### config.mk
export PLATFORM = sky130hd
export DESIGN_NAME = cdb_arbiter_flat
export DESIGN_NICKNAME = d
export VERILOG_FILES = /design/src/rtl/cdb_arbiter_if.sv /design/src/rtl/cdb_arbiter.sv /design/src/flat_wrapper.sv
export SDC_FILE = /design/constraint.sdc
export NUM_CORES = 1
export LEC_CHECK = 0
export ABC_AREA = 0
export ABC_CLOCK_PERIOD_IN_PS = 2700
export CAP_MARGIN = 20
export CELL_PAD_IN_SITES_DETAIL_PLACEMENT = 1
export CELL_PAD_IN_SITES_GLOBAL_PLACEMENT = 1
export CORE_ASPECT_RATIO = 1.4
export CORE_MARGIN = 4
export CORE_UTILIZATION = 26
export CTS_BUF_LIST = sky130_fd_sc_hd__clkbuf_4
export DETAILED_ROUTE_END_ITERATION = 12
export HOLD_SLACK_MARGIN = 0.1
export MAX_ROUTING_LAYER = met4
export PLACE_DENSITY_LB_ADDON = 0.1
export SLEW_MARGIN = 40
export SYNTH_ARGS = -nofsm -noshare
export SYNTH_HDL_FRONTEND = slang
export SYNTH_SLANG_ARGS = --single-unit
export TNS_END_PERCENT = 50
### constraint.sdc
create_clock -name clk_i -period 2.7 [get_ports clk_i]
set_input_delay 0.405 -clock clk_i [delete_from_list [all_inputs] [get_ports clk_i]]
set_output_delay 0.405 -clock clk_i [all_outputs]
set_load 0.005 [all_outputs]
### src/rtl/cdb_arbiter_if.sv
// Result-bus interface between the functional-unit result ports and the CDB arbiter.
// master: the requester side (drives results, observes ready and the broadcast).
// slave:  the arbiter side.
interface cdb_arbiter_if #(
  parameter int NUM_REQ     = 4,
  parameter int TAG_W       = 6,
  parameter int STALL_CNT_W = 16
);
  typedef struct packed {
    logic [TAG_W-1:0] tag;
    logic [31:0]      val;
  } cdb_t;

  logic [NUM_REQ-1:0]             req_valid_i;
  logic [NUM_REQ-1:0][TAG_W-1:0]  req_tag_i;
  logic [NUM_REQ-1:0][31:0]       req_val_i;
  logic [NUM_REQ-1:0]             req_ready_o;
  cdb_t                           cdb_o;
  logic                           cdb_busy_o;
  logic [STALL_CNT_W-1:0]         stall_cnt_o;

  modport master (
    output req_valid_i, req_tag_i, req_val_i,
    input  req_ready_o, cdb_o, cdb_busy_o, stall_cnt_o
  );

  modport slave (
    input  req_valid_i, req_tag_i, req_val_i,
    output req_ready_o, cdb_o, cdb_busy_o, stall_cnt_o
  );
endinterface

### src/rtl/cdb_arbiter.sv
// Round-robin arbiter for the common data bus. One result per cycle is accepted
// and broadcast on the following cycle; a saturating counter tracks cycles with
// more than one pending result.
//
// state     | meaning
// IDLE      | no requester valid; cdb_o returns to NO_VAL, ptr holds
// ARBITRATE | >=1 requester valid; first valid from ptr wins, ptr moves past it
// (the state is implicit in req_valid_i; stored state is ptr, cdb_o, stall count)
module cdb_arbiter #(
  parameter int               NUM_REQ     = 4,
  parameter int               TAG_W       = 6,
  parameter int               STALL_CNT_W = 16,
  parameter logic [TAG_W-1:0] NO_VAL      = '0
) (
  input  logic         clk_i,
  input  logic         reset_ni,
  cdb_arbiter_if.slave bus
);
  localparam int PTR_W = $clog2(NUM_REQ);

  typedef struct packed {
    logic [TAG_W-1:0] tag;
    logic [31:0]      val;
  } cdb_t;

  logic [PTR_W-1:0]       ptr_q, ptr_d;
  cdb_t                   cdb_q, cdb_d;
  logic [STALL_CNT_W-1:0] stall_q, stall_d;

  logic                   gnt_vld;
  logic [PTR_W-1:0]       gnt_idx;
  logic [PTR_W:0]         cand;
  logic [NUM_REQ-1:0]     req_ready;
  logic [TAG_W-1:0]       win_tag;
  logic [31:0]            win_val;
  logic                   contention;

  // Rotating priority search; iterating from the far end lets the closest
  // valid requester to ptr overwrite any later one.
  always_comb begin
    gnt_vld = 1'b0;
    gnt_idx = '0;
    cand    = '0;
    for (int k = NUM_REQ - 1; k >= 0; k--) begin
      cand = {1'b0, ptr_q} + (PTR_W+1)'(k);
      if (cand >= (PTR_W+1)'(NUM_REQ)) begin
        cand = cand - (PTR_W+1)'(NUM_REQ);
      end
      if (bus.req_valid_i[cand[PTR_W-1:0]]) begin
        gnt_vld = 1'b1;
        gnt_idx = cand[PTR_W-1:0];
      end
    end
  end

  // Ready depends only on valid and ptr; gated off while reset is asserted so
  // nothing can be accepted and then lost.
  always_comb begin
    req_ready = '0;
    if (reset_ni && gnt_vld) begin
      req_ready[gnt_idx] = 1'b1;
    end
  end

  assign win_tag    = bus.req_tag_i[gnt_idx];
  assign win_val    = bus.req_val_i[gnt_idx];
  assign contention = $countones(bus.req_valid_i) > 1;

  // Next-state: pointer moves past the winner, broadcast is one cycle only,
  // and a NO_VAL-tagged result is drained without being broadcast.
  always_comb begin
    ptr_d   = ptr_q;
    cdb_d   = '{tag: NO_VAL, val: '0};
    stall_d = stall_q;
    if (gnt_vld) begin
      ptr_d = (gnt_idx == PTR_W'(NUM_REQ - 1)) ? '0 : gnt_idx + PTR_W'(1);
      if (win_tag != NO_VAL) begin
        cdb_d = '{tag: win_tag, val: win_val};
      end
    end
    if (contention && (stall_q != '1)) begin
      stall_d = stall_q + STALL_CNT_W'(1);
    end
  end

  // State registers, cleared asynchronously.
  always_ff @(posedge clk_i or negedge reset_ni) begin
    if (!reset_ni) begin
      ptr_q   <= '0;
      cdb_q   <= '{tag: NO_VAL, val: '0};
      stall_q <= '0;
    end else begin
      ptr_q   <= ptr_d;
      cdb_q   <= cdb_d;
      stall_q <= stall_d;
    end
  end

  assign bus.req_ready_o = req_ready;
  assign bus.cdb_o       = cdb_q;
  assign bus.cdb_busy_o  = (cdb_q.tag != NO_VAL);
  assign bus.stall_cnt_o = stall_q;

  // A requester presenting the NO_VAL tag is a producer bug; flag it when it wins.
  novaltag_a: assert property (@(posedge clk_i) disable iff (!reset_ni)
                               !(gnt_vld && (win_tag == NO_VAL)))
    else $warning("cdb_arbiter: requester %0d presented the NO_VAL tag", gnt_idx);

endmodule

### src/flat_wrapper.sv
// flat-port wrapper written by rule: the top's interface ports become plain ports
module cdb_arbiter_flat 
#(
  parameter int               NUM_REQ     = 4,
  parameter int               TAG_W       = 6,
  parameter int               STALL_CNT_W = 16,
  parameter logic [TAG_W-1:0] NO_VAL      = '0
)
  (clk_i, reset_ni, bus_req_valid_i, bus_req_tag_i, bus_req_val_i, bus_req_ready_o, bus_cdb_o, bus_cdb_busy_o, bus_stall_cnt_o);
  cdb_arbiter_if #(.NUM_REQ(NUM_REQ), .TAG_W(TAG_W), .STALL_CNT_W(STALL_CNT_W)) bus_i ();
  input  logic clk_i;
  input  logic reset_ni;
  input wire logic [$bits(bus_i.req_valid_i)-1:0] bus_req_valid_i;
  input wire logic [$bits(bus_i.req_tag_i)-1:0] bus_req_tag_i;
  input wire logic [$bits(bus_i.req_val_i)-1:0] bus_req_val_i;
  output wire logic [$bits(bus_i.req_ready_o)-1:0] bus_req_ready_o;
  output wire logic [$bits(bus_i.cdb_o)-1:0] bus_cdb_o;
  output wire logic [$bits(bus_i.cdb_busy_o)-1:0] bus_cdb_busy_o;
  output wire logic [$bits(bus_i.stall_cnt_o)-1:0] bus_stall_cnt_o;
  assign bus_i.req_valid_i = bus_req_valid_i;
  assign bus_i.req_tag_i = bus_req_tag_i;
  assign bus_i.req_val_i = bus_req_val_i;
  assign bus_req_ready_o = bus_i.req_ready_o;
  assign bus_cdb_o = bus_i.cdb_o;
  assign bus_cdb_busy_o = bus_i.cdb_busy_o;
  assign bus_stall_cnt_o = bus_i.stall_cnt_o;
  cdb_arbiter #(.NUM_REQ(NUM_REQ), .TAG_W(TAG_W), .STALL_CNT_W(STALL_CNT_W), .NO_VAL(NO_VAL)) u_core (.clk_i(clk_i), .reset_ni(reset_ni), .bus(bus_i));
endmodule
Word-level counts from Yosys, hierarchy flattened. Cells that the tools add are included.

Add/sub/neg operators: 12. Order comparisons: 11. Eq/ne operators: 2. Muxes and demuxes: 30. Reduce and logical (&&, ||, !) cells: 5.

Operator list (count): 38-bit two-way mux (2); 32-bit binary-select mux with 2-bit select (1); 32-bit adder (1); 32-bit by 2-bit > comparator with 1-bit output (second input constant) (1); 32-bit two-way mux (1); 2-bit two-way mux (9); 16-bit by 1-bit adder with 16-bit output (second input constant) (1); 16-bit != test (second input constant) (1); 2-bit by 3-bit less-than comparator with 1-bit output (second input constant) (5); 6-bit binary-select mux with 2-bit select (1); 6-bit nonzero test (2); 3-bit >= comparator (second input constant) (3); 1-bit two-way mux (9); 1-bit binary-select mux with 2-bit select (4); 2-bit by 1-bit subtractor with 2-bit output (second input constant) (4); 2-bit by 2-bit adder with 3-bit output (second input constant) (2); 6-bit two-way mux (1); 1-bit by 1-bit adder with 2-bit output (2); 4-bit two-way mux (1); 2-bit by 1-bit adder with 3-bit output (second input constant) (1); 2-bit by 3-bit >= comparator with 1-bit output (second input constant) (1); 1-bit logical AND (3); 2-bit by 1-bit adder with 2-bit output (second input constant) (1); 1-bit demux with 2-bit select (1); other kinds (2) (2).

Bits in registers: 56. Bits of input ports: 158. Output and inout port bits: 59.

Longest topological paths before layout. Gate-level depths: netlist of run 1.

Word-level depth: 14. Depth in mapped cells: 12.

Least setup slack after synthesis of run 1. No wires, ideal clock.

Path kind: input port to output port. Start: in bus_req_valid_i[0]. End: out bus_req_ready_o[0]. Data arrival time: 2.122 ns. Required time: 2.295 ns. Setup slack: 0.173 ns. Cell stages on the path: 10. Buffers on the path: 4. Path through: nor2b_4 > a2111oi_4 > or2_1 > buf_6 > buf_6 > inv_1 > buf_2 > buf_1 > ha_1 > and3_1.

Cells in the longest elaborated chain, start to end: 11.

RTL lines: from (decl) (line flat_wrapper.sv:13) `input wire logic [$bits(bus_i.req_valid_i)-1:0] bus_req_valid_i;`; 1-bit binary-select mux with 2-bit select (line cdb_arbiter.sv:49) `if (bus.req_valid_i[cand[PTR_W-1:0]]) begin`; 1-bit two-way mux (implied by the code) (line cdb_arbiter.sv:49); 2-bit two-way mux (4 in a row) (line cdb_arbiter.sv:49); 2-bit by 3-bit less-than comparator with 1-bit output (implied by the code) / 2-bit by 1-bit >= comparator with 1-bit output (equally long branches) (line cdb_arbiter.sv:61) `req_ready[gnt_idx] = 1'b1;`; 1-bit logical AND (implied by the code) (line cdb_arbiter.sv:61); 1-bit two-way mux (implied by the code) (line cdb_arbiter.sv:61); 1-bit demux with 2-bit select; 4-bit two-way mux * (line cdb_arbiter.sv:60) `if (reset_ni && gnt_vld) begin`; to (decl) (line flat_wrapper.sv:16) `output wire logic [$bits(bus_i.req_ready_o)-1:0] bus_req_ready_o;`.

Every way passes the cells marked *; elsewhere a longest branch is shown, timed or not. The select of a mux whose other input is x is not followed.

Worst setup path in the final report of run 1.
Start: reg u_core.ptr_q[0]. End: out bus_req_ready_o[2].

Cells in the longest elaborated chain, start to end: 14.

RTL lines: from (decl) (line cdb_arbiter.sv:26) `logic [PTR_W-1:0] ptr_q, ptr_d;`; from (signal assigned) (line cdb_arbiter.sv:93) `ptr_q <= ptr_d;`; 2-bit by 2-bit adder with 3-bit output (line cdb_arbiter.sv:45) `cand = {1'b0, ptr_q} + (PTR_W+1)'(k);`; 3-bit >= comparator / 2-bit by 1-bit subtractor with 2-bit output (equally long branches) (line cdb_arbiter.sv:46, cdb_arbiter.sv:47); 2-bit two-way mux (line cdb_arbiter.sv:46) `if (cand >= (PTR_W+1)'(NUM_REQ)) begin`; 1-bit binary-select mux with 2-bit select (line cdb_arbiter.sv:49); 1-bit two-way mux (implied by the code) (line cdb_arbiter.sv:49); 2-bit two-way mux (4 in a row) (line cdb_arbiter.sv:49); 2-bit by 3-bit less-than comparator with 1-bit output (implied by the code) / 2-bit by 1-bit >= comparator with 1-bit output (equally long branches) (line cdb_arbiter.sv:61); 1-bit logical AND (implied by the code) (line cdb_arbiter.sv:61); 1-bit two-way mux (implied by the code) (line cdb_arbiter.sv:61); 1-bit demux with 2-bit select; 4-bit two-way mux * (line cdb_arbiter.sv:60).

Marks and branches as above.

==> key figures, run 1 <==
Run status
  • Status: finished clean

Global routing
  • First-pass GRT wire length: 22,700 um
  • Gr ovfl total: 0
  • Largest net degree at the start of global routing: 63
  • Initial antenna violation count: 1
  • Vias in the first global route: 4,454
  • GRT Total Usage: 0.187

STA
  • Total negative setup slack: 0 ns
  • Clk_skew: 0.00939 ns
  • Final setup vio count: 0
  • Min cycle time layout: 2.61 ns
  • Slew headroom: 0.579
  • Pins Over Slew Limit: 0
  • Worst-Margin Slew: 0.631 ns
  • Fin crit share: 0.965
  • Final hold slack: 0.507 ns
  • Endpoints failing hold: 0
  • Setup ws final: 0.0950 ns
  • Fmax: 384 MHz

Route
  • WL met3: 1170 um
  • DRT met1 WL: 5070 um
  • Final ANT Viol Nets: 0
  • Total Wirelength: 14,600 um
  • Via Count: 4,068
  • Drt via density: 4.64
  • DRC Markers: 0
  • First-pass detailed-route iteration total: 4
  • WL met2: 8010 um
  • Max layer used: met4
  • DR iter-0 viols: 81
  • Wire length per cell: 16.7 um

Layout
  • Fill cell count: 1,673
  • Post-route cell area: 0.00622 mm2
  • Post-layout net count: 858
  • Share of cells above drive strength 1: 0.143
  • Area grow syn2layout: 72.4%

Floorplan
  • Initial core utilization: 0.267
  • Core area: 0.0135 mm2
  • Die H: 147 um
  • Die width: 108 um
  • Die Area: 0.0159 mm2
  • Num rows: 50
  • I/O pin count: 217

Placement
  • Port buffer count: 216
  • Post-detail-place hpwl: 11,800 um
  • Post-DP Area: 0.00606 mm2
  • Routability Congestion: 0.861
  • DP Worst Slack: -0.505 ns

Synth
  • Synth Cell Area: 0.00361 mm2
  • Syn avg cell area: 7.79 um2
  • Gate Count Post-Synth: 463
  • Seq cells post-synth: 56
  • Synthesized Nets: 629
  • Yosys warns: 0
  • Seq/Total Area, Yosys: 0.388
  • Synth cell types: 37

Power
  • VDD IR max: 0.000346 V
  • P_leak: 2.74 nW
  • Total power per unit cell area: 823 mW/mm2

Clock network
  • Latest clock arrival within the worst-skew pair: 0.39 ns
  • CTS root buffer: clkbuf_4
  • H-tree Lvls: 2
  • CTS tree: yes
  • Num CTS Buffers: 5
  • Clock Pin Slew Worst Setup and Hold Paths: 0.17 ns
  • Num Clock Sinks: 56
  • Max Root-Sink Buffers: 2

Worst setup path
  • CP max FO: 4
  • Req. time, crit path: 2.30 ns
  • Arr. time, crit path: 2.20 ns
  • Element type at the critical path end: output pin
  • Critical path type: register to output pin
  • CP startpoint kind: register

Flow run
  • Max cap viols: 0

Min path
  • Worst Hold Class: register to register
[stage by stage]
step	power, W	utilization	std cells
after floorplan	0.00305	-	463
after global placement	0.00455	0.449	860
after detailed placement	0.00465	0.449	860
after CTS	0.00521	0.459	874
after global routing	0.00559	0.460	876
final	0.00512	0.460	876
[placed cells by master (no fill, tap or decap), types with 2 or more instances in the layout]
cell	instances
nor2_1	14
dlygate4sd2_1	6
xor2_1	6
nor2_2	30
dfrtp_1	54
nor3b_1	12
inv_2	2
buf_4	32
buf_12	2
nand4_1	4
dfrtp_2	2
clkinv_4	2
clkbuf_4	5
nor2b_4	2
xnor2_1	9
and3_1	7
clkdlybuf4s15_1	2
ha_1	7
a211oi_2	10
clkdlybuf4s50_1	207
nor4_1	2
nor3_1	8
nand3_1	66
nand2_1	179
o22ai_1	3
[state kept, by name (all words and copies together) (netlist names)]
name	flops
u_core.bus.cdb_o	38
u_core.bus.stall_cnt_o	16
u_core.ptr_q	2
[layer usage]
metal,vias up,global-route usage
met1,1935,0.186
met5,-,-
met2,145,0.343
met4,0,0.0682
met3,19,0.0533
li1,1969,-
[cell type report]
class                   count  area (um2)  share of cell area
inverters                   4        17.5             0.00282
flip-flops and latches     56        1400               0.226
repair buffers            252        2450               0.394
well taps                 182         228              0.0366
clock buffers               5        37.5             0.00603
multi-input cells         373        2030               0.327
clock inverters             3        47.5             0.00764
diodes                      1        2.50            0.000402
[worst max-delay path, cell delays in order (launching register included)]
cell and delay, ns:
dfrtp_2 0.46, nor2b_4 0.06, nor4b_2 0.34, or2_4 0.22, buf_6 0.10, inv_2 0.04
ha_1 0.18, and3_1 0.16, dlygate4sd2_1 0.26
[final timing paths]
| path | from | depth (start not counted) | to | slack (ns) |
|---|---|---|---|---|
| worst max-delay path | u_core.ptr_q[0] | 8 | bus_req_ready_o[2] | 0.09 |
| worst min-delay path | u_core.bus.stall_cnt_o[6] | 1 | u_core.bus.stall_cnt_o[6] | 0.51 |
| worst max register to register | u_core.ptr_q[1] | 10 | u_core.bus.cdb_o[14] | 0.16 |
| worst min register to register | u_core.bus.stall_cnt_o[6] | 1 | u_core.bus.stall_cnt_o[6] | 0.51 |
| max in group asynchronous | reset_ni | 3 | u_core.bus.cdb_o[13] | 1.71 |
| min in group asynchronous | reset_ni | 3 | u_core.bus.stall_cnt_o[9] | 0.58 |
[power breakdown]
part / internal (W) / switching, W / leakage [nW]
combinational: 0.00160 / 0.00166 / 2.01
clock: 0.000199 / 0.000281 / 0.0454
sequential: 0.00119 / 0.000185 / 0.680
[cell families after synthesis]
| family | after synthesis | synth area share |
|---|---|---|
| flip-flops | 56 | 0.388 |
| XOR/XNOR | 15 | 0.0364 |
| buffers and inverters | 34 | 0.0534 |
| AND/OR/NAND/NOR | 330 | 0.425 |
| adder cells (fa/ha/maj) | 8 | 0.0298 |
| AO/OA/AOI/OAI | 20 | 0.0673 |
[cells in the mapped netlist]
cell type	count	area, um2
nor4b_2	1	15.0
clkbuf_1	12	45.0
nor2b_1	1	6.26
o31ai_4	1	21.3
o22ai_2	1	12.5
a211oi_1	2	15.0
nand2_1	179	672
o21ai_0	1	5.00
or3_1	1	6.26
nor3b_1	12	90.1
and2_1	1	6.26
nor3_1	8	40.0
nand4_1	4	25.0
nor2_4	1	11.3
and3_1	7	43.8
buf_1	3	11.3
inv_2	1	3.75
nor2b_4	2	27.5
a2111oi_4	1	27.5
fa_1	1	20.0
a211oi_4	1	20.0
o22ai_1	3	18.8
buf_2	7	35.0
ha_1	7	87.6
buf_4	1	7.51
xor2_1	6	52.6
nand3_1	66	330
buf_6	7	78.8
o32a_1	1	10.0
xnor2_1	9	78.8
nor2_1	14	52.6
or2_1	1	6.26
nor2_2	30	188
inv_1	3	11.3
a211oi_2	9	113
dfrtp_1	56	1400
nor4_1	2	12.5
[timing repair]
item	4_1_cts	5_1_grt
hold buffers	1	0
buffers inserted	5	1
pin swaps	2	2
resized for setup	13	4
setup endpoints to repair	36	30
hold endpoints to repair	22	0
Note: power is estimated with default switching activity, not from simulation.
==> run 2, diff against run 1 <==
CELL_PAD_IN_SITES_DETAIL_PLACEMENT = 0   (was 1)
CTS_CLUSTER_DIAMETER = 150   (was unset)
MAX_ROUTING_LAYER = unset   (was met4)
==> run 2 against run 1 <==
First-iteration DRC count rose by 43%; final cell count decreased by 0.23%; die area did not move; combinational power decreased by 2%; clock skew barely moved; largest cell class unchanged; utilization down 0.14 points; sequential power about the same; total power decreased by 1.6%.
==> key figures, run 2 (synthesis results as in run 1) <==
Min path
  • Worst Hold Class: register to register (unchanged)
  • WHS Path Cells: 1 (unchanged)

Global routing
  • Initial antenna violation count: 1 (unchanged)
  • M1 GR Usage: 0.185 (was 0.186)
  • GR met3 Demand/Resource: 0.0537 (was 0.0533)
  • Largest net degree at the start of global routing: 63 (unchanged)
  • Gr ovfl total: 0 (unchanged)
  • GRT Total Usage: 0.169 (was 0.187)
  • Met2 track demand over resource: 0.308 (was 0.343)
  • GR peak layer: met2 (unchanged)
  • First-pass GRT wire length: 21,200 um (was 22,700 um)
  • Vias in the first global route: 4,043 (was 4,454)

Worst setup path
  • Req. time, crit path: 2.30 ns (about the same)
  • Critical path type: input port to output pin (was register to output pin)
  • Highest cell delay on the worst timing path: 0.29 ns (was 0.46 ns)
  • Element type at the critical path end: output pin (unchanged)
  • Arr. time, crit path: 2.15 ns (was 2.20 ns)
  • Slowest cell on crit path: nor4b_2 (was dfrtp_2)
  • Critical Path, Cell by Cell: dlygate4sd2_1 -> buf_4 -> nor2b_1 -> nor4b_2 -> or2_4 -> inv_2 -> ha_1 -> and3_1 -> dlygate4sd2_1 (was nor2b_4 -> nor4b_2 -> or2_4 -> buf_6 -> inv_2 -> ha_1 -> and3_1 -> dlygate4sd2_1)
  • CP startpoint kind: input port (was register)
  • Worst reg2reg path depth: 10 (unchanged)
  • Most used cell, CP: dlygate4sd2_1
  • CP max FO: 5 (was 4)

Layout
  • Area grow syn2layout: 71.9% (was 72.4%)
  • Post-layout net count: 856 (was 858)
  • Most frequent cells in the layout: clkdlybuf4s50_1, nand2_1, nand3_1 (unchanged)
  • Commonest non-fill, non-tap cell in the layout: clkdlybuf4s50_1 (unchanged)
  • Core Util, Final: 0.459 (was 0.460)
  • Max reg flops: 38 (unchanged)
  • Share of cells above drive strength 1: 0.140 (was 0.143)

Route
  • Drt via density: 4.46 (was 4.64)
  • Total Wirelength: 13,400 um (was 14,600 um)
  • Wire length per cell: 15.3 um (was 16.7 um)
  • Via Count: 3,894 (was 4,068)
  • DR iter-0 viols: 116 (was 81)
  • First-pass detailed-route iteration total: 4 (unchanged)
  • Final ANT Viol Nets: 0 (unchanged)
  • DRC Markers: 0 (unchanged)

Placement
  • Port buffer count: 216 (unchanged)
  • Post-detail-place hpwl: 10,800 um (was 11,800 um)
  • DP Worst Slack: -0.373 ns (was -0.505 ns)
  • Routability Congestion: 0.847 (was 0.861)

Floorplan
  • Initial core utilization: 0.267 (unchanged)
  • Core area: 0.0135 mm2 (unchanged)
  • I/O pin count: 217 (unchanged)
  • Die H: 147 um (unchanged)
  • Die width: 108 um (unchanged)
  • Die Area: 0.0159 mm2 (unchanged)
  • Num rows: 50 (unchanged)

Power
  • Switching pwr: 0.00207 W (was 0.00213 W)
  • P_leak: 2.74 nW (about the same)
  • Clock power frac: 0.096 (was 0.094)
  • Int Pwr: 0.00297 W (was 0.00299 W)
  • Register share of total power: 0.273 (was 0.269)
  • Switching share of total power: 0.410 (was 0.415)
  • Total power per unit cell area: 812 mW/mm2 (was 823 mW/mm2)
  • Combinational share of power: 0.631 (was 0.637)
  • VDD IR max: 0.000338 V (was 0.000346 V)
  • Final Total Pwr: 0.00504 W (was 0.00512 W)

Clock network
  • Max Root-Sink Buffers: 2 (unchanged)
  • CTS root buffer: clkbuf_4 (unchanged)
  • Latest clock arrival within the worst-skew pair: 0.39 ns (about the same)
  • Num Clock Sinks: 56 (unchanged)
  • Num CTS Buffers: 5 (unchanged)
  • H-tree Lvls: 2 (unchanged)
  • Clock Pin Slew Worst Setup and Hold Paths: 0.16 ns (was 0.17 ns)
  • CTS tree: yes (unchanged)

STA
  • Setup ws final: 0.145 ns (was 0.0950 ns)
  • Slew headroom: 0.581 (was 0.579)
  • Clk_skew: 0.00924 ns (was 0.00939 ns)
  • Worst-Margin Slew: 0.628 ns (was 0.631 ns)
  • Endpoints failing hold: 0 (unchanged)
  • Final setup vio count: 0 (unchanged)
  • RSZ-0062 raised after global routing: false
  • Final hold slack: 0.504 ns (was 0.507 ns)
  • Fmax: 391 MHz (was 384 MHz)
  • Min cycle time layout: 2.55 ns (was 2.61 ns)
  • Pins Over Slew Limit: 0 (unchanged)
  • Fin crit share: 0.946 (was 0.965)

Flow run
  • Max cap viols: 0 (unchanged)

Run status
  • Status: finished clean (unchanged)
run 2: cell count changes in the layout (fill, tap and decap cells not counted):
cell and change:
inv_6 +1, buf_6 -1, dlymetal6s2s_1 +1, buf_4 -1
dlygate4sd2_1 +1, clkinv_4 -2, clkdlybuf4s15_1 -2, clkinvlp_4 +1
run 2: metal layers:
layer  up-vias  routed length, um
li1       1967                  -
met1      1767               4910
met2       144               7000
met3        16               1180
met4         0                303
met5         -                  0
run 2: worst paths after layout:
check                                            from                    endpoint  slack, ns
hold / removal             u_core.bus.stall_cnt_o[15]  u_core.bus.stall_cnt_o[15]       0.50
max in group asynchronous                    reset_ni             u_core.ptr_q[1]       1.72
min in group asynchronous                    reset_ni   u_core.bus.stall_cnt_o[9]       0.59
setup reg to reg                      u_core.ptr_q[1]         u_core.bus.cdb_o[0]       0.16
setup / recovery                   bus_req_valid_i[0]          bus_req_ready_o[2]       0.15
hold reg to reg            u_core.bus.stall_cnt_o[15]  u_core.bus.stall_cnt_o[15]       0.50
run 2: stage by stage:
step / instance area [um2] / std cells / setup TNS, ns
floorplan: 3610 / 463 / 0
global placement: 6060 / 860 / -13.64
detailed placement: 6060 / 860 / -14.22
CTS: 6190 / 873 / -0.0146
global route: 6200 / 874 / 0
finish: 6200 / 874 / 0
run 2: critical path: cells and delay by family:
family / cells / cell delay [ns]
adder cells (fa/ha/maj): 1 / 0.19
buffers and inverters: 4 / 0.74
AND/OR/NAND/NOR: 4 / 0.81
run 2: final cells by class:
class / count / area, um2
timing repair buffer: 250 / 2430
sequential: 56 / 1400
multi-input combinational: 373 / 2030
clock inverter: 3 / 46.3
clock buffer: 5 / 37.5
tap: 182 / 228
fill: 1407 / 7310
inverter: 4 / 17.5
antenna: 1 / 2.50
run 2: timing repair:
| item | CTS | global route |
|---|---|---|
| buffers inserted | 4 | 0 |
| endpoints found under the setup margin | 4 | 33 |
| pin swaps | 2 | 2 |
| cloned | 0 | 0 |
| gates resized for setup | 11 | 3 |
| hold buffers | 1 | 0 |
| endpoints found under the hold margin | 22 | 0 |
run 2: power groups by stage:
stage,clock network [W],logic (W),registers [W]
3_5_place_dp,0,0.00319,0.00141
2_1_floorplan,0,0.00164,0.00141
5_1_grt,0.000549,0.00355,0.00142
3_3_place_gp,0,0.00316,0.00140
6_report,0.000485,0.00318,0.00137
4_1_cts,0.000509,0.00324,0.00139
==> run 3, diff against run 2 <==
ABC_AREA = 1   (was 0)
CORE_UTILIZATION = 27   (was 26)
==> run 3 against run 2 <==
Count of clock-buffer cells in the layout is the same; sequential cell count is the same; sequential share of layout area shrank 1.5 points; clock power shrank 14%; final cell count grew 10%; cell area grew 7.1%; maximum frequency shrank 0.71%; synthesized area grew 9.6%; via count grew 14%; sequential power grew 7%; die area grew 5.2%; setup slack lost 0.018 ns.
==> key figures, run 3 <==
Clock network
  • Max Root-Sink Buffers: 2 (unchanged)
  • H-tree Lvls: 2 (unchanged)
  • CTS root buffer: clkbuf_4 (unchanged)
  • CTS tree: yes (unchanged)
  • Num CTS Buffers: 5 (unchanged)
  • Clock Pin Slew Worst Setup and Hold Paths: 0.19 ns (was 0.16 ns)
  • Latest clock arrival within the worst-skew pair: 0.40 ns (was 0.39 ns)
  • Num Clock Sinks: 56 (unchanged)

Synth
  • Post-synthesis mux area share: 0.00285 (was 0)
  • Synth area leaders: dfrtp_1, o21ai_0, nand2_1 (was dfrtp_1, nand2_1, nand3_1)
  • Area leader, netlist: dfrtp_1 (unchanged)
  • Post-Synth XOR/XNOR Area: 0.0310 (was 0.0364)
  • Syn avg cell area: 7.35 um2 (was 7.79 um2)
  • Seq cells post-synth: 56 (unchanged)
  • FFs w/ async S/R, synth: 1.00 (unchanged)
  • Simple-gate portion of the synthesized area: 0.231 (was 0.425)
  • Synth Cell Area: 0.00396 mm2 (was 0.00361 mm2)
  • Combinational family with the most area after synthesis: compound AO/OA/AOI/OAI gates (was simple AND/OR/NAND/NOR gates)
  • Most used DFF post-synth: dfrtp_1 (unchanged)
  • Seq/Total Area, Yosys: 0.354 (was 0.388)
  • Synthesized Nets: 704 (was 629)
  • Yosys warns: 0 (unchanged)
  • Gate Count Post-Synth: 538 (was 463)
  • Synth cell types: 33 (was 37)
  • Most common cell in the netlist: nand2_1 (unchanged)
  • Complex-gate fraction of the synthesized area: 0.237 (was 0.0673)
  • Top-area cell type share of the netlist area: 0.354 (was 0.388)
  • Number of flops mapped to enable cells by yosys: 0 (unchanged)
  • Post-synthesis adder-cell area fraction: 0.0272 (was 0.0298)
  • Top cells by count, synth: nand2_1, o21ai_0, inv_1, nor2_1, dfrtp_1 (was nand2_1, nand3_1, dfrtp_1, nor2_2, nor2_1)

Worst setup path
  • Worst path depth: 15 (was 9)
  • Worst reg2reg path depth: 16 (was 10)
  • CP bufs+invs: 6 (was 4)
  • Element type at the critical path end: output pin (unchanged)
  • CP startpoint kind: input port (unchanged)
  • CP max FO: 6 (was 5)
  • Most used cell, CP: nand2_4 (was dlygate4sd2_1)
  • Slowest cell on crit path: clkdlybuf4s50_1 (was nor4b_2)
  • Critical path type: input port to output pin (unchanged)
  • Critical Path, Cell by Cell: clkdlybuf4s50_1 -> buf_4 -> inv_1 -> nand2_2 -> nand3_2 -> nand2_2 -> nand3_4 -> nand2_4 -> nand2_4 -> nand2_4 -> inv_4 -> ha_1 -> inv_1 -> nor2_1 -> clkbuf_2 (was dlygate4sd2_1 -> buf_4 -> nor2b_1 -> nor4b_2 -> or2_4 -> inv_2 -> ha_1 -> and3_1 -> dlygate4sd2_1)
  • Highest cell delay on the worst timing path: 0.50 ns (was 0.29 ns)
  • Req. time, crit path: 2.30 ns (about the same)
  • Arr. time, crit path: 2.17 ns (was 2.15 ns)
  • Delay-heaviest family, CP: buffers and inverters (was simple AND/OR/NAND/NOR gates)

Route
  • DR iter-0 viols: 173 (was 116)
  • Via Count: 4,446 (was 3,894)
  • First-pass detailed-route iteration total: 6 (was 4)
  • DRC Markers: 0 (unchanged)
  • Wire length per cell: 15.5 um (was 15.3 um)
  • Drt via density: 4.61 (was 4.46)
  • Total Wirelength: 14,900 um (was 13,400 um)
  • Final ANT Viol Nets: 0 (unchanged)

STA
  • Fin crit share: 0.953 (was 0.946)
  • Slew headroom: 0.627 (was 0.581)
  • Min cycle time layout: 2.57 ns (was 2.55 ns)
  • Clk_skew: 0.0124 ns (was 0.00924 ns)
  • Setup ws final: 0.127 ns (was 0.145 ns)
  • Pins Over Slew Limit: 0 (unchanged)
  • Fmax: 389 MHz (was 391 MHz)
  • Worst-Margin Slew: 0.559 ns (was 0.628 ns)
  • Total negative setup slack: 0 ns (unchanged)
  • Endpoints failing hold: 0 (unchanged)
  • Final setup vio count: 0 (unchanged)

Power
  • Int Pwr: 0.00442 W (was 0.00297 W)
  • Total power per unit cell area: 1350 mW/mm2 (was 812 mW/mm2)
  • Combinational share of power: 0.791 (was 0.631)
  • VDD IR max: 0.000650 V (was 0.000338 V)
  • Clock power frac: 0.046 (was 0.096)
  • Switching share of total power: 0.508 (was 0.410)
  • P_leak: 2.97 nW (was 2.74 nW)
  • Final Total Pwr: 0.00899 W (was 0.00504 W)
  • Register share of total power: 0.163 (was 0.273)
  • Switching pwr: 0.00457 W (was 0.00207 W)

Placement
  • Post-DP Area: 0.00646 mm2 (was 0.00606 mm2)
  • Post-detail-place hpwl: 11,500 um (was 10,800 um)
  • DP Worst Slack: -0.318 ns (was -0.373 ns)
  • Port buffer count: 216 (unchanged)
  • Routability Congestion: 0.770 (was 0.847)

Floorplan
  • Initial core utilization: 0.274 (was 0.267)
  • Num rows: 52 (was 50)
  • Core area: 0.0144 mm2 (was 0.0135 mm2)
  • I/O pin count: 217 (unchanged)
  • Die H: 151 um (was 147 um)
  • Die Area: 0.0167 mm2 (was 0.0159 mm2)
  • Die width: 110 um (was 108 um)

Run status
  • Status: finished clean (unchanged)

Min path
  • WHS Path Cells: 1 (unchanged)
  • Worst Hold Class: register to register (unchanged)

Global routing
  • Initial antenna violation count: 2 (was 1)
  • GRT Total Usage: 0.171 (was 0.169)
  • Largest net degree at the start of global routing: 57 (was 63)
  • Vias in the first global route: 4,402 (was 4,043)
  • Gr ovfl total: 0 (unchanged)
  • First-pass GRT wire length: 22,200 um (was 21,200 um)

Layout
  • Post-layout net count: 938 (was 856)
  • Max reg flops: 38 (unchanged)
  • Commonest non-fill, non-tap cell in the layout: clkdlybuf4s50_1 (unchanged)
  • Post-route cell area: 0.00665 mm2 (was 0.00620 mm2)
  • Share of cells above drive strength 1: 0.150 (was 0.140)
  • Area grow syn2layout: 68.0% (was 71.9%)
  • Most frequent cells in the layout: clkdlybuf4s50_1, nand2_1, o21ai_0 (was clkdlybuf4s50_1, nand2_1, nand3_1)

Flow run
  • Max cap viols: 0 (unchanged)
-- run 3: path summary, 6_finish.rpt --
kind                       slack (ns)                    endpoint                       start
max in group asynchronous        1.65        u_core.bus.cdb_o[12]                    reset_ni
setup / recovery                 0.13          bus_req_ready_o[2]          bus_req_valid_i[2]
hold reg to reg                  0.53  u_core.bus.stall_cnt_o[14]  u_core.bus.stall_cnt_o[14]
hold / removal                   0.53  u_core.bus.stall_cnt_o[14]  u_core.bus.stall_cnt_o[14]
setup reg to reg                 0.29        u_core.bus.cdb_o[20]             u_core.ptr_q[0]
min in group asynchronous        0.63   u_core.bus.stall_cnt_o[0]                    reset_ni
-- run 3: power by group through the flow --
stage          Sequential [W]  Combinational, W  Clock, W
2_1_floorplan         0.00149           0.00455         0
3_3_place_gp          0.00148           0.00687         0
3_5_place_dp          0.00148           0.00698         0
4_1_cts               0.00146           0.00707  0.000452
5_1_grt               0.00150           0.00800  0.000484
6_report              0.00146           0.00711  0.000417
-- run 3: final cells by class --
type	instances	area [um2]
diodes	2	5.00
inverters	62	235
flip-flops and latches	56	1400
repair buffers	259	2520
clock buffers	5	37.5
multi-input cells	388	2180
clock inverters	3	25.0
fillers	1482	7800
well taps	189	236
-- run 3: cell families (layout without fill, tap and decap cells) --
group,Yosys count,in the layout
other,0,2
buffers and inverters,94,329
xor gates and xnor gates,14,14
and+or+nand+nor,195,195
DFF,56,56
AOI/OAI and AO/OA,170,170
adders and majority gates,8,8
muxes,1,1
-- run 3: what timing repair did --
item	CTS	global route
setup buffers	2	2
endpoints found under the setup margin	4	13
pin swaps	1	3
hold buffers	0	1
gates resized for setup	14	24
endpoints found under the hold margin	0	1
-- run 3: through the flow --
stage                     instances  hold slack [ns]  utilization
after floorplan                 538            0.109            -
after global placement          949            0.503        0.447
after detailed placement        949            0.501        0.447
after CTS                       959            0.201        0.455
after global routing            964            0.548        0.460
final                           964            0.531        0.460
-- run 3: worst register-to-register path, delay by kind of cell (launching register included) --
kind / cells / cell delay (ns)
simple gates: 11 / 1.07
buf+inv: 4 / 0.68
compound gates: 1 / 0.10
flops: 1 / 0.45
-- run 3: routing by layer --
layer  track usage  vias to the layer above  share of wire
li1              -                     2222              -
met1         0.194                     2035           0.37
met2         0.309                      163           0.53
met3        0.0388                       26          0.071
met4        0.0628                        0          0.032
met5             0                        -              0
